==> src/rtl/nbcac_tx_serializer_5_if.sv <==
// Word-in / codeword-out bus of the NBCAC transmit serializer.
// master = upstream word source plus bus observer, slave = the serializer.
interface nbcac_tx_serializer_5_if #(
  parameter int NUM_NIBBLES = 4
) ();
  logic [4*NUM_NIBBLES-1:0] din;
  logic                     din_valid;
  logic                     din_ready;
  logic [5:1]               codeout;
  logic                     code_valid;
  logic                     code_sof;
  logic                     busy;

  modport master (
    output din,
    output din_valid,
    input  din_ready,
    input  codeout,
    input  code_valid,
    input  code_sof,
    input  busy
  );

  modport slave (
    input  din,
    input  din_valid,
    output din_ready,
    output codeout,
    output code_valid,
    output code_sof,
    output busy
  );
endinterface

==> src/rtl/nbcac_tx_serializer_5.sv <==
// NBCAC transmit serializer: splits each accepted word into nibbles (LSB
// first), encodes each nibble into a 5-bit crosstalk-avoiding codeword and
// drives it, registered, onto the 5-wire bus. The bus holds its last
// codeword while idle.

// Nibble-to-codeword encoder. The 16 codewords are exactly the 5-bit
// patterns containing neither 010 nor 101, assigned in ascending order.
module nbcac_4di_encoder_core (
  input  logic [3:0] v,
  output logic [5:1] d
);
  // Pure lookup, no state.
  always_comb begin
    d = 5'b00000;
    case (v)
      4'd0:  d = 5'b00000;
      4'd1:  d = 5'b00001;
      4'd2:  d = 5'b00011;
      4'd3:  d = 5'b00110;
      4'd4:  d = 5'b00111;
      4'd5:  d = 5'b01100;
      4'd6:  d = 5'b01110;
      4'd7:  d = 5'b01111;
      4'd8:  d = 5'b10000;
      4'd9:  d = 5'b10001;
      4'd10: d = 5'b10011;
      4'd11: d = 5'b11000;
      4'd12: d = 5'b11001;
      4'd13: d = 5'b11100;
      4'd14: d = 5'b11110;
      4'd15: d = 5'b11111;
      default: d = 5'b00000;
    endcase
  end
endmodule

// CNT_W must satisfy 2**CNT_W >= NUM_NIBBLES, and NUM_NIBBLES >= 2.
module nbcac_tx_serializer_5 #(
  parameter int NUM_NIBBLES = 4,
  parameter int CNT_W       = 2
) (
  input  logic                          clock,
  input  logic                          rst_n,
  nbcac_tx_serializer_5_if.slave        bus
);
  localparam int DW = 4 * NUM_NIBBLES;
  localparam logic [CNT_W-1:0] LAST_CNT = CNT_W'(NUM_NIBBLES - 1);

  typedef enum logic {IDLE, SEND} state_t;

  state_t            r_state;
  logic [DW-1:0]     r_sreg;
  logic [CNT_W-1:0]  r_cnt;
  logic [5:1]        r_codeout;
  logic              r_code_valid;
  logic              r_code_sof;
  logic              r_busy;

  logic              w_last;
  logic              w_ready;
  logic              w_xfer;
  logic [5:1]        w_code;

  // The word's final nibble is on the encoder input; a new word may be
  // accepted in the same cycle so words stream without a bubble.
  assign w_last  = (r_state == SEND) && (r_cnt == LAST_CNT);
  assign w_ready = (r_state == IDLE) || w_last;
  assign w_xfer  = bus.din_valid && w_ready;

  nbcac_4di_encoder_core u_enc (
    .v (r_sreg[3:0]),
    .d (w_code)
  );

  // FSM: load words, shift nibbles out, register the codeword and flags.
  always_ff @(posedge clock or negedge rst_n) begin
    if (!rst_n) begin
      r_state      <= IDLE;
      r_sreg       <= '0;
      r_cnt        <= '0;
      r_codeout    <= 5'b00000;
      r_code_valid <= 1'b0;
      r_code_sof   <= 1'b0;
      r_busy       <= 1'b0;
    end else begin
      case (r_state)
        IDLE: begin
          // codeout deliberately untouched so the wires stay quiet
          r_code_valid <= 1'b0;
          r_code_sof   <= 1'b0;
          if (w_xfer) begin
            r_sreg  <= bus.din;
            r_cnt   <= '0;
            r_state <= SEND;
            r_busy  <= 1'b1;
          end
        end
        SEND: begin
          r_codeout    <= w_code;
          r_code_valid <= 1'b1;
          r_code_sof   <= (r_cnt == '0);
          if (w_last) begin
            r_cnt <= '0;
            if (w_xfer) begin
              r_sreg <= bus.din;
            end else begin
              r_sreg  <= {4'b0000, r_sreg[DW-1:4]};
              r_state <= IDLE;
              r_busy  <= 1'b0;
            end
          end else begin
            r_sreg <= {4'b0000, r_sreg[DW-1:4]};
            r_cnt  <= r_cnt + CNT_W'(1);
          end
        end
        default: begin
          r_state <= IDLE;
          r_busy  <= 1'b0;
        end
      endcase
    end
  end

  assign bus.din_ready  = w_ready;
  assign bus.codeout    = r_codeout;
  assign bus.code_valid = r_code_valid;
  assign bus.code_sof   = r_code_sof;
  assign bus.busy       = r_busy;
endmodule

==> src/flat_wrapper.sv <==
// flat-port wrapper written by rule: the top's interface ports become plain ports
module nbcac_tx_serializer_5_flat 
#(
  parameter int NUM_NIBBLES = 4,
  parameter int CNT_W       = 2
)
  (clock, rst_n, bus_din, bus_din_valid, bus_din_ready, bus_codeout, bus_code_valid, bus_code_sof, bus_busy);
  nbcac_tx_serializer_5_if #(.NUM_NIBBLES(NUM_NIBBLES)) bus_i ();
  input  logic clock;
  input  logic rst_n;
  input wire logic [$bits(bus_i.din)-1:0] bus_din;
  input wire logic [$bits(bus_i.din_valid)-1:0] bus_din_valid;
  output wire logic [$bits(bus_i.din_ready)-1:0] bus_din_ready;
  output wire logic [$bits(bus_i.codeout)-1:0] bus_codeout;
  output wire logic [$bits(bus_i.code_valid)-1:0] bus_code_valid;
  output wire logic [$bits(bus_i.code_sof)-1:0] bus_code_sof;
  output wire logic [$bits(bus_i.busy)-1:0] bus_busy;
  assign bus_i.din = bus_din;
  assign bus_i.din_valid = bus_din_valid;
  assign bus_din_ready = bus_i.din_ready;
  assign bus_codeout = bus_i.codeout;
  assign bus_code_valid = bus_i.code_valid;
  assign bus_code_sof = bus_i.code_sof;
  assign bus_busy = bus_i.busy;
  nbcac_tx_serializer_5 #(.NUM_NIBBLES(NUM_NIBBLES), .CNT_W(CNT_W)) u_core (.clock(clock), .rst_n(rst_n), .bus(bus_i));
endmodule
==> config.mk <==
export PLATFORM = sky130hd
export DESIGN_NAME = nbcac_tx_serializer_5_flat
export DESIGN_NICKNAME = d
export VERILOG_FILES = /design/src/rtl/nbcac_tx_serializer_5_if.sv /design/src/rtl/nbcac_tx_serializer_5.sv /design/src/flat_wrapper.sv
export SDC_FILE = /design/constraint.sdc
export NUM_CORES = 1
export LEC_CHECK = 0
export BUFFER_PORTS_ARGS = -buffer_cell sky130_fd_sc_hd__buf_2
export CAP_MARGIN = 20
export CORE_MARGIN = 8
export CORE_UTILIZATION = 47
export CTS_BUF_LIST = sky130_fd_sc_hd__clkbuf_8
export CTS_CLUSTER_DIAMETER = 120
export DETAILED_ROUTE_END_ITERATION = 12
export MAX_ROUTING_LAYER = met4
export PLACE_DENSITY = 0.65
export REMOVE_ABC_BUFFERS = 1
export SLEW_MARGIN = 20
export SYNTH_ARGS = -nofsm -noshare
export SYNTH_HDL_FRONTEND = slang
export SYNTH_SLANG_ARGS = --single-unit
==> constraint.sdc <==
create_clock -name clock -period 2.12 [get_ports clock]
set_clock_uncertainty 0.05 [all_clocks]
set_input_delay 0 -clock clock [delete_from_list [all_inputs] [get_ports clock]]
set_output_delay 0 -clock clock [all_outputs]
set_load 0.05 [all_outputs]
==> metrics.txt, run 1 <==
status complete, no violations; htree depth 1; Crit Reg-Reg Endpoint u_core.r_sreg[5]; num rows 20; Synth Register Bits 27; num ports 28; Final Hold Vio Count 0; Antenna Nets Post-Route 0; critical path class register to output pin; fin crit share 76.8%; DR WL/cell 13.8 microns; TritonCTS clock tree built; CP required 2070 ps; half-perimeter wire length after placement 2.05 mm; Num CTS Buffers 3; Top Layer Used met4; number of max-cap violations 0; mapped cell area 0.00146 sq mm; Crit. Startpoint u_core.r_state; vias per cell 5.41; share of cells above drive strength 1 21.8%; Design Area, Final 0.00180 sq mm; Unique masters post-synth 30; worst slack at placement 736 ps; Remaining DRCs 0; RSZ-0062 raised after global routing no; part of the Yosys area used for sequential elements 46.2%; PnR Total Power 2430 uW; Max FO, Critical Path 21; number of nets in the layout 205; Max Transition Viols Final 0; GRT Overall Usage 12.8%; Ys Warns 0; Post-CTS Setup Inserts 0; TritonRoute pass-1 iters 4; core area 0.00300 sq mm; largest net degree at the start of global routing 29; CTS Root Cell clkbuf_8; Max transition margin 61.2%; Initial Util 48.7%; Hold Crit Class primary input to async pin; synth-to-layout area growth 23.1%; CP endpoint bus_din_ready; power density over cell area 1350 mW/mm^2; DRT Wirelength 2.92 mm; r2r worst-path depth 4; clock slew at reported path FFs 90 ps; Tmin final 1630 ps; ANT cells 0; first-pass GRT wire length 5.20 mm; Clk Latency, worst-skew pair 280 ps; Hold Buf Count CTS 17; met3 routed WL 121 microns; most frequent cells in the layout buf_2 (27), dfrtp_1 (27), inv_1 (21); Data arrival, critical path 1580 ps; drt initial violations 50; # setup viols final 0; via count 1146; vias in the first global route 1181; Setup TNS 0 ps; global placement routability congestion 0.760; Crit. End Element output pin; worst setup margin 492 ps; initial antenna violation count 0; post-CTS sizing 0; Fmax 614 MHz; PortBufs 27; met2 WL post-DR 1.40 mm; die area 0.00515 sq mm; R2R Path Start u_core.r_cnt[0]; Post-Synthesis Cells 139; Pleak 0.000890 uW; maximum VDD drop 0.000586 V; gr ovfl total 0; crit start category register; met1 WL 1.35 mm; synthesized area per cell 10.5 sq um; worst-margin pin slew 581 ps; Chip Height 71.8 microns; Post-Place Cell Area 0.00159 sq mm; Max Buffers Root-to-Sink 2; R2R Setup Slk 720 ps; die extent in x 71.8 microns; clock sink count 27
==> worst max-delay path, cell delays in order (launching register included) <==
cell and delay (ps):
dfrtp_1 600, buf_4 330, nand2_1 130, buf_2 230
==> flip-flops by register name, summed over array words and instances, names as in the netlist <==
| name | flops |
|---|---|
| u_core.r_state | 1 |
| u_core.bus.code_sof | 1 |
| u_core.r_cnt | 2 |
| u_core.r_sreg | 16 |
| u_core.bus.busy | 1 |
| u_core.bus.code_valid | 1 |
| u_core.bus.codeout | 5 |
==> logic make-up (layout without fill, tap and decap cells) <==
kind of cell    after synthesis  in the layout  share of synthesized area [%]
buf+inv                      31             71                           10.4
fa+ha+maj                     6              6                           5.13
compound gates               40             40                           18.3
simple gates                 15             15                           5.22
xor+xnor                      1              1                          0.599
mux                          19             19                           14.2
flops                        27             27                           46.2
==> worst min path at each step <==
stage,from,endpoint,slack [ps]
after global placement,rst_n,u_core.bus.code_valid,-2
after CTS,bus_din_valid,u_core.r_sreg[14],210
after floorplan,rst_n,u_core.bus.busy,-350
final,rst_n,u_core.bus.code_valid,200
after detailed placement,rst_n,u_core.bus.codeout[3],-10
after global routing,bus_din_valid,u_core.r_sreg[14],250
==> power breakdown <==
group / switching, uW / total, uW / internal [uW]
Clock: 160 / 290 / 130
Sequential: 171 / 913 / 742
Combinational: 727 / 1220 / 496
==> cell usage after synthesis <==
cell type,number,share of area [%]
a21o_1,1,0.51
o32ai_1,1,0.60
inv_1,20,5.1
mux2_1,11,8.5
o21ai_0,6,2.1
o211ai_1,1,0.51
a31oi_1,12,5.1
xnor2_1,1,0.60
and2_1,1,0.43
buf_4,2,1.0
nand2_1,3,0.77
a21oi_1,4,1.4
o22ai_2,2,1.7
nor2b_1,2,0.86
nor3b_1,1,0.51
buf_2,4,1.4
a21bo_4,1,1.1
ha_1,6,5.1
mux2i_1,5,3.4
o22ai_1,10,4.3
nor2_1,2,0.51
mux2_2,3,2.3
o21ai_1,1,0.34
nand2b_1,1,0.43
buf_6,3,2.3
clkbuf_1,2,0.51
dfrtp_1,27,46
nand3_1,4,1.4
nor3_1,1,0.34
a311o_1,1,0.68
==> per-layer routing <==
| layer | global-route usage [%] | vias up |
|---|---|---|
| li1 | - | 568 |
| met3 | 3.63 | 5 |
| met1 | 14.4 | 550 |
| met5 | - | - |
| met2 | 20.6 | 23 |
| met4 | 5.90 | 0 |
==> final cells by class <==
| type | count | area (sq um) |
|---|---|---|
| repair buffers | 47 | 328 |
| flip-flops and latches | 27 | 676 |
| clock inverters | 1 | 3.75 |
| well taps | 33 | 41.3 |
| multi-input cells | 81 | 636 |
| clock buffers | 3 | 41.3 |
| fillers | 272 | 1200 |
| inverters | 20 | 75.1 |
==> per-stage QoR <==
| step | hold slack (ps) | cells | util [%] |
|---|---|---|---|
| 6_report | 203 | 212 | 60.0 |
| 5_1_grt | 255 | 212 | 60.0 |
| 4_1_cts | 208 | 212 | 60.0 |
| 3_5_place_dp | -11.0 | 191 | 52.8 |
| 3_3_place_gp | -2.19 | 191 | 52.8 |
| 2_1_floorplan | -346 | 128 | - |
No activity file was read; power rests on OpenSTA's default activity.
==> inputs of run 2 (changes only) <==
Settings changed: PLACE_DENSITY 0.65 to 0.68.
Clock period 2.12 ns to 1.3 ns, I/O delays scaled along.
==> run 2 against run 1 <==
  * The run now ends with negative setup slack left
  * Flip-flop and latch count stayed put
  * Clock power is 69% higher
  * Utilization is 4.8 points higher
  * Non-clock buffer count is 6 higher
  * Final area is 8.1% higher
  * Combinational power is 100% higher
  * Worst setup slack worse by 520 ps
  * Largest power group unchanged
==> metrics.txt, run 2 (synthesized netlist as in run 1, its figures left out) <==
synth-to-layout area growth 33.0%; R2R Path Start u_core.r_cnt[0]; share of cells above drive strength 1 28.5%; drt initial violations 59; maximum VDD drop 0.00103 V; core area 0.00300 sq mm; TritonCTS clock tree built; r2r worst-path depth 6; Fmax 751 MHz; most frequent cells in the layout dfrtp_1 (27), buf_2 (26), inv_1 (19); CP endpoint bus_din_ready; Max transition margin 60.4%; initial antenna violation count 0; half-perimeter wire length after placement 2.00 mm; fin crit share 102%; global placement routability congestion 0.702; Initial Util 48.7%; Final Hold Vio Count 0; hold slack 128 ps; CP required 1250 ps; largest net degree at the start of global routing 39; Remaining DRCs 0; vias in the first global route 1215; RSZ-0062 raised after global routing yes; htree depth 1; CP peak stage delay 420 ps; gr ovfl total 0; Clk Latency, worst-skew pair 280 ps; vias per cell 5.40; number of max-cap violations 0; max FFs per register 16; first-pass GRT wire length 5.38 mm; number of nets in the layout 212; worst-margin pin slew 594 ps; Crit. Startpoint u_core.r_cnt[0]; failing checks negative setup slack; Largest Register u_core.r_sreg; via count 1183; Tmin final 1330 ps; clock sink count 27; Max FO, Critical Path 3; die extent in x 71.8 microns; Num CTS Buffers 3; GRT Overall Usage 13.3%; num ports 28; Antenna Nets Post-Route 0; Crit. End Element output pin; TritonRoute pass-1 iters 4; Data arrival, critical path 1280 ps; PortBufs 27; num rows 20; Chip Height 71.8 microns; Max Buffers Root-to-Sink 2; status finished, violations left; DR WL/cell 15.2 microns; clock slew at reported path FFs 90 ps; worst setup margin -31.6 ps; # setup viols final 1; Slowest cell on crit path dfrtp_1; Critical Path, Cell by Cell ha_4 -> buf_6 -> inv_4 -> nand2_4 -> buf_8; DRT Wirelength 3.32 mm; Crit Reg-Reg Endpoint u_core.r_cnt[1]; die area 0.00515 sq mm; Max Transition Viols Final 0; CTS Root Cell clkbuf_8; commonest non-fill, non-tap cell in the layout dfrtp_1; ANT cells 0; Pleak 0.000950 uW; worst slack at placement -55.9 ps; R2R Setup Slk 30 ps; critical path class register to output pin; crit start category register; power density over cell area 2280 mW/mm^2; Hold Crit Class primary input to register
## run 2: worst min-delay path by stage
| stage | from | endpoint | depth (start not counted) |
|---|---|---|---|
| final | bus_din_valid | u_core.r_sreg[11] | 3 |
| after global routing | bus_din_valid | u_core.r_sreg[6] | 3 |
| after CTS | bus_din_valid | u_core.r_sreg[11] | 3 |
| after detailed placement | rst_n | u_core.bus.code_valid | 1 |
| after global placement | rst_n | u_core.bus.code_valid | 1 |
| after floorplan | rst_n | u_core.bus.busy | 0 |
## run 2: layer usage
layer	up-vias	track usage [%]	wire length, microns
li1	583	-	-
met1	566	15.3	1480
met2	29	21.1	1630
met3	5	3.21	146
met4	0	6.58	60
met5	-	-	0
## run 2: area by class of cell
| cell class | instances | area [sq um] |
|---|---|---|
| inverters | 20 | 77.6 |
| clock buffers | 3 | 41.3 |
| clock inverters | 1 | 3.75 |
| flip-flops and latches | 27 | 676 |
| fillers | 238 | 1060 |
| multi-input cells | 82 | 691 |
| repair buffers | 53 | 415 |
| well taps | 33 | 41.3 |
## run 2: worst max-delay path, delay by kind of cell (launching register included)
family / cells / cell delay [ps]
fa+ha+maj: 1 / 190
buf+inv: 3 / 330
flops: 1 / 420
simple gates: 1 / 50
## run 2: repair_timing
item,in CTS,in global routing
hold endpoints to repair,43,0
gates resized for setup,8,8
buffers inserted,4,1
endpoints found under the setup margin,3,10
gates cloned,0,1
pin swaps,3,2
hold buffers,17,0
## run 2: metrics by stage
step | util, % | power (uW) | cells | area, sq um | TNS [ps]
6_report | 64.8 | 4430 | 219 | 1950 | -31.6
2_1_floorplan | - | 2980 | 128 | 1390 | -3480
4_1_cts | 62.7 | 4240 | 217 | 1880 | -13.7
3_3_place_gp | 53.9 | 3450 | 192 | 1620 | 0
3_5_place_dp | 53.9 | 3550 | 192 | 1620 | -55.9
5_1_grt | 64.8 | 4710 | 219 | 1950 | -129
## run 2: power breakdown
part | leakage (uW) | switching [uW] | internal [uW]
clock | 0.0000269 | 276 | 213
combinational | 0.000590 | 1360 | 1090
sequential | 0.000333 | 275 | 1210
==> inputs of run 3 (changes only) <==
Settings changed: CELL_PAD_IN_SITES_DETAIL_PLACEMENT set to 2, CELL_PAD_IN_SITES_GLOBAL_PLACEMENT set to 2, CORE_UTILIZATION 47 to 32, PLACE_DENSITY 0.68 to 0.72.
==> run 3 against run 2 <==
  * Flip-flop and latch count stayed put
  * Clock-buffer cell count stayed put
  * Sequential share of layout area is 3.2 points lower
  * Critical path depth is 1 lower
  * Non-clock buffer count is 9 higher
  * The run still ends with negative setup slack left
  * Highest routed layer unchanged
  * Register-to-register slack worse by 80 ps
  * First-iteration DRC count is 64% lower
  * Critical path type is now register to register
  * Worst hold slack better by 8.9 ps
==> metrics.txt, run 3 (synthesized netlist as in run 1, its figures left out) <==
CP peak stage delay 500 ps; power density over cell area 2380 mW/mm^2; TritonRoute pass-1 iters 4; Critical Path, Cell by Cell ha_4 -> mux2i_4 -> nor3b_2 -> a311o_1; PortBufs 27; global placement routability congestion 0.703; crit start category register; DR WL/cell 18.1 microns; Multi-input gate area 806 sq um; largest net degree at the start of global routing 39; fin crit share 104%; critical path class register to register; Slowest cell on crit path dfrtp_2; core area 0.00438 sq mm; vias per cell 5.16; commonest non-fill, non-tap cell in the layout buf_2; maximum VDD drop 0.00128 V; clock sink count 27; Num CTS Buffers 3; Max Transition Viols Final 0; share of cells above drive strength 1 41.5%; Chip Height 83.6 microns; TritonCTS clock tree built; Antenna Nets Post-Route 0; worst setup margin -50.5 ps; half-perimeter wire length after placement 2.68 mm; max FFs per register 16; CP required 1420 ps; status finished, violations left; Setup TNS -154 ps; Data arrival, critical path 1470 ps; Max transition margin 58.5%; Final Core Density 49.1%; vias in the first global route 1431; number of nets in the layout 221; Largest Register u_core.r_sreg; # setup viols final 7; Max FO, Critical Path 6; first-pass GRT wire length 7.04 mm; via count 1274; drt initial violations 21; GRT Overall Usage 12.2%; num ports 28; CP top delay family flip-flops; Pleak 0.00100 uW; Storage cell area 678 sq um; number of max-cap violations 0; initial antenna violation count 0; hold slack 137 ps; Tmin final 1350 ps; most frequent cells in the layout buf_2 (26), dfrtp_1 (25), dlygate4sd3_1 (17); fill count 458; Initial Util 33.4%; num rows 24; CTS Root Cell clkbuf_8; Crit. End Element register; ANT cells 0; Fmax 740 MHz; RSZ-0062 raised after global routing yes; PnR Total Power 5120 uW; worst-margin pin slew 623 ps; Crit path buffers/inverters 0; synth-to-layout area growth 47.0%; Max Buffers Root-to-Sink 2; Remaining DRCs 0; gr ovfl total 0; Hold Crit Class primary input to register; clock slew at reported path FFs 100 ps; DRT Wirelength 4.48 mm; failing checks negative setup slack; Clk Latency, worst-skew pair 280 ps; die extent in x 83.6 microns; htree depth 1; die area 0.00699 sq mm; Final Hold Vio Count 0
[run 3: repair_timing]
item	CTS	global route
setup buffers	9	2
gates cloned	0	1
endpoints found under the setup margin	8	17
pin swaps	4	5
endpoints found under the hold margin	43	0
hold buffers	17	0
resized for setup	21	20
[run 3: cell type report]
type	instances	share of cell area (%)
sequential	27	31.5
multi-input combinational	82	37.5
clock buffer	3	1.92
tap	52	3.03
clock inverter	1	0.233
inverter	20	3.61
timing repair buffer	62	22.2
[run 3: final timing paths]
check | slack [ps] | cells after the start | endpoint | start
max in group asynchronous | 550 | 2 | u_core.r_sreg[1] | rst_n
setup reg to reg | -50 | 4 | u_core.bus.codeout[2] | u_core.r_sreg[1]
setup / recovery | -50 | 4 | u_core.bus.codeout[2] | u_core.r_sreg[1]
min in group asynchronous | 210 | 2 | u_core.bus.codeout[1] | rst_n
hold reg to reg | 470 | 1 | u_core.bus.codeout[5] | u_core.bus.codeout[5]
hold / removal | 140 | 3 | u_core.r_sreg[3] | bus_din_valid
[run 3: routing by layer]
layer  GRT usage, %  share of wire (%)
met1           14.2                 45
met5              -                  0
met3           2.64                3.8
met4           1.88               0.34
met2           21.1                 51
[run 3: worst reg2reg max path, stage by stage (launching register included)]
cell,delay [ps]
dfrtp_2,500
ha_4,190
mux2i_4,150
nor3b_2,70
a311o_1,280
[run 3: per-stage QoR]
stage	worst slack, ps	area (sq um)	instances
2_1_floorplan	-384	1390	128
3_3_place_gp	8.19	1650	214
3_5_place_dp	-80.5	1650	214
4_1_cts	-28.5	2030	244
5_1_grt	-103	2150	247
6_report	-50.5	2150	247
[run 3: power by group]
group          internal [uW]  switching, uW  leakage, uW  total, uW
registers               1220            379     0.000331       1600
logic                   1410           1600     0.000647       3010
clock network            216            292    0.0000255        508
total                   2850           2270      0.00100       5120
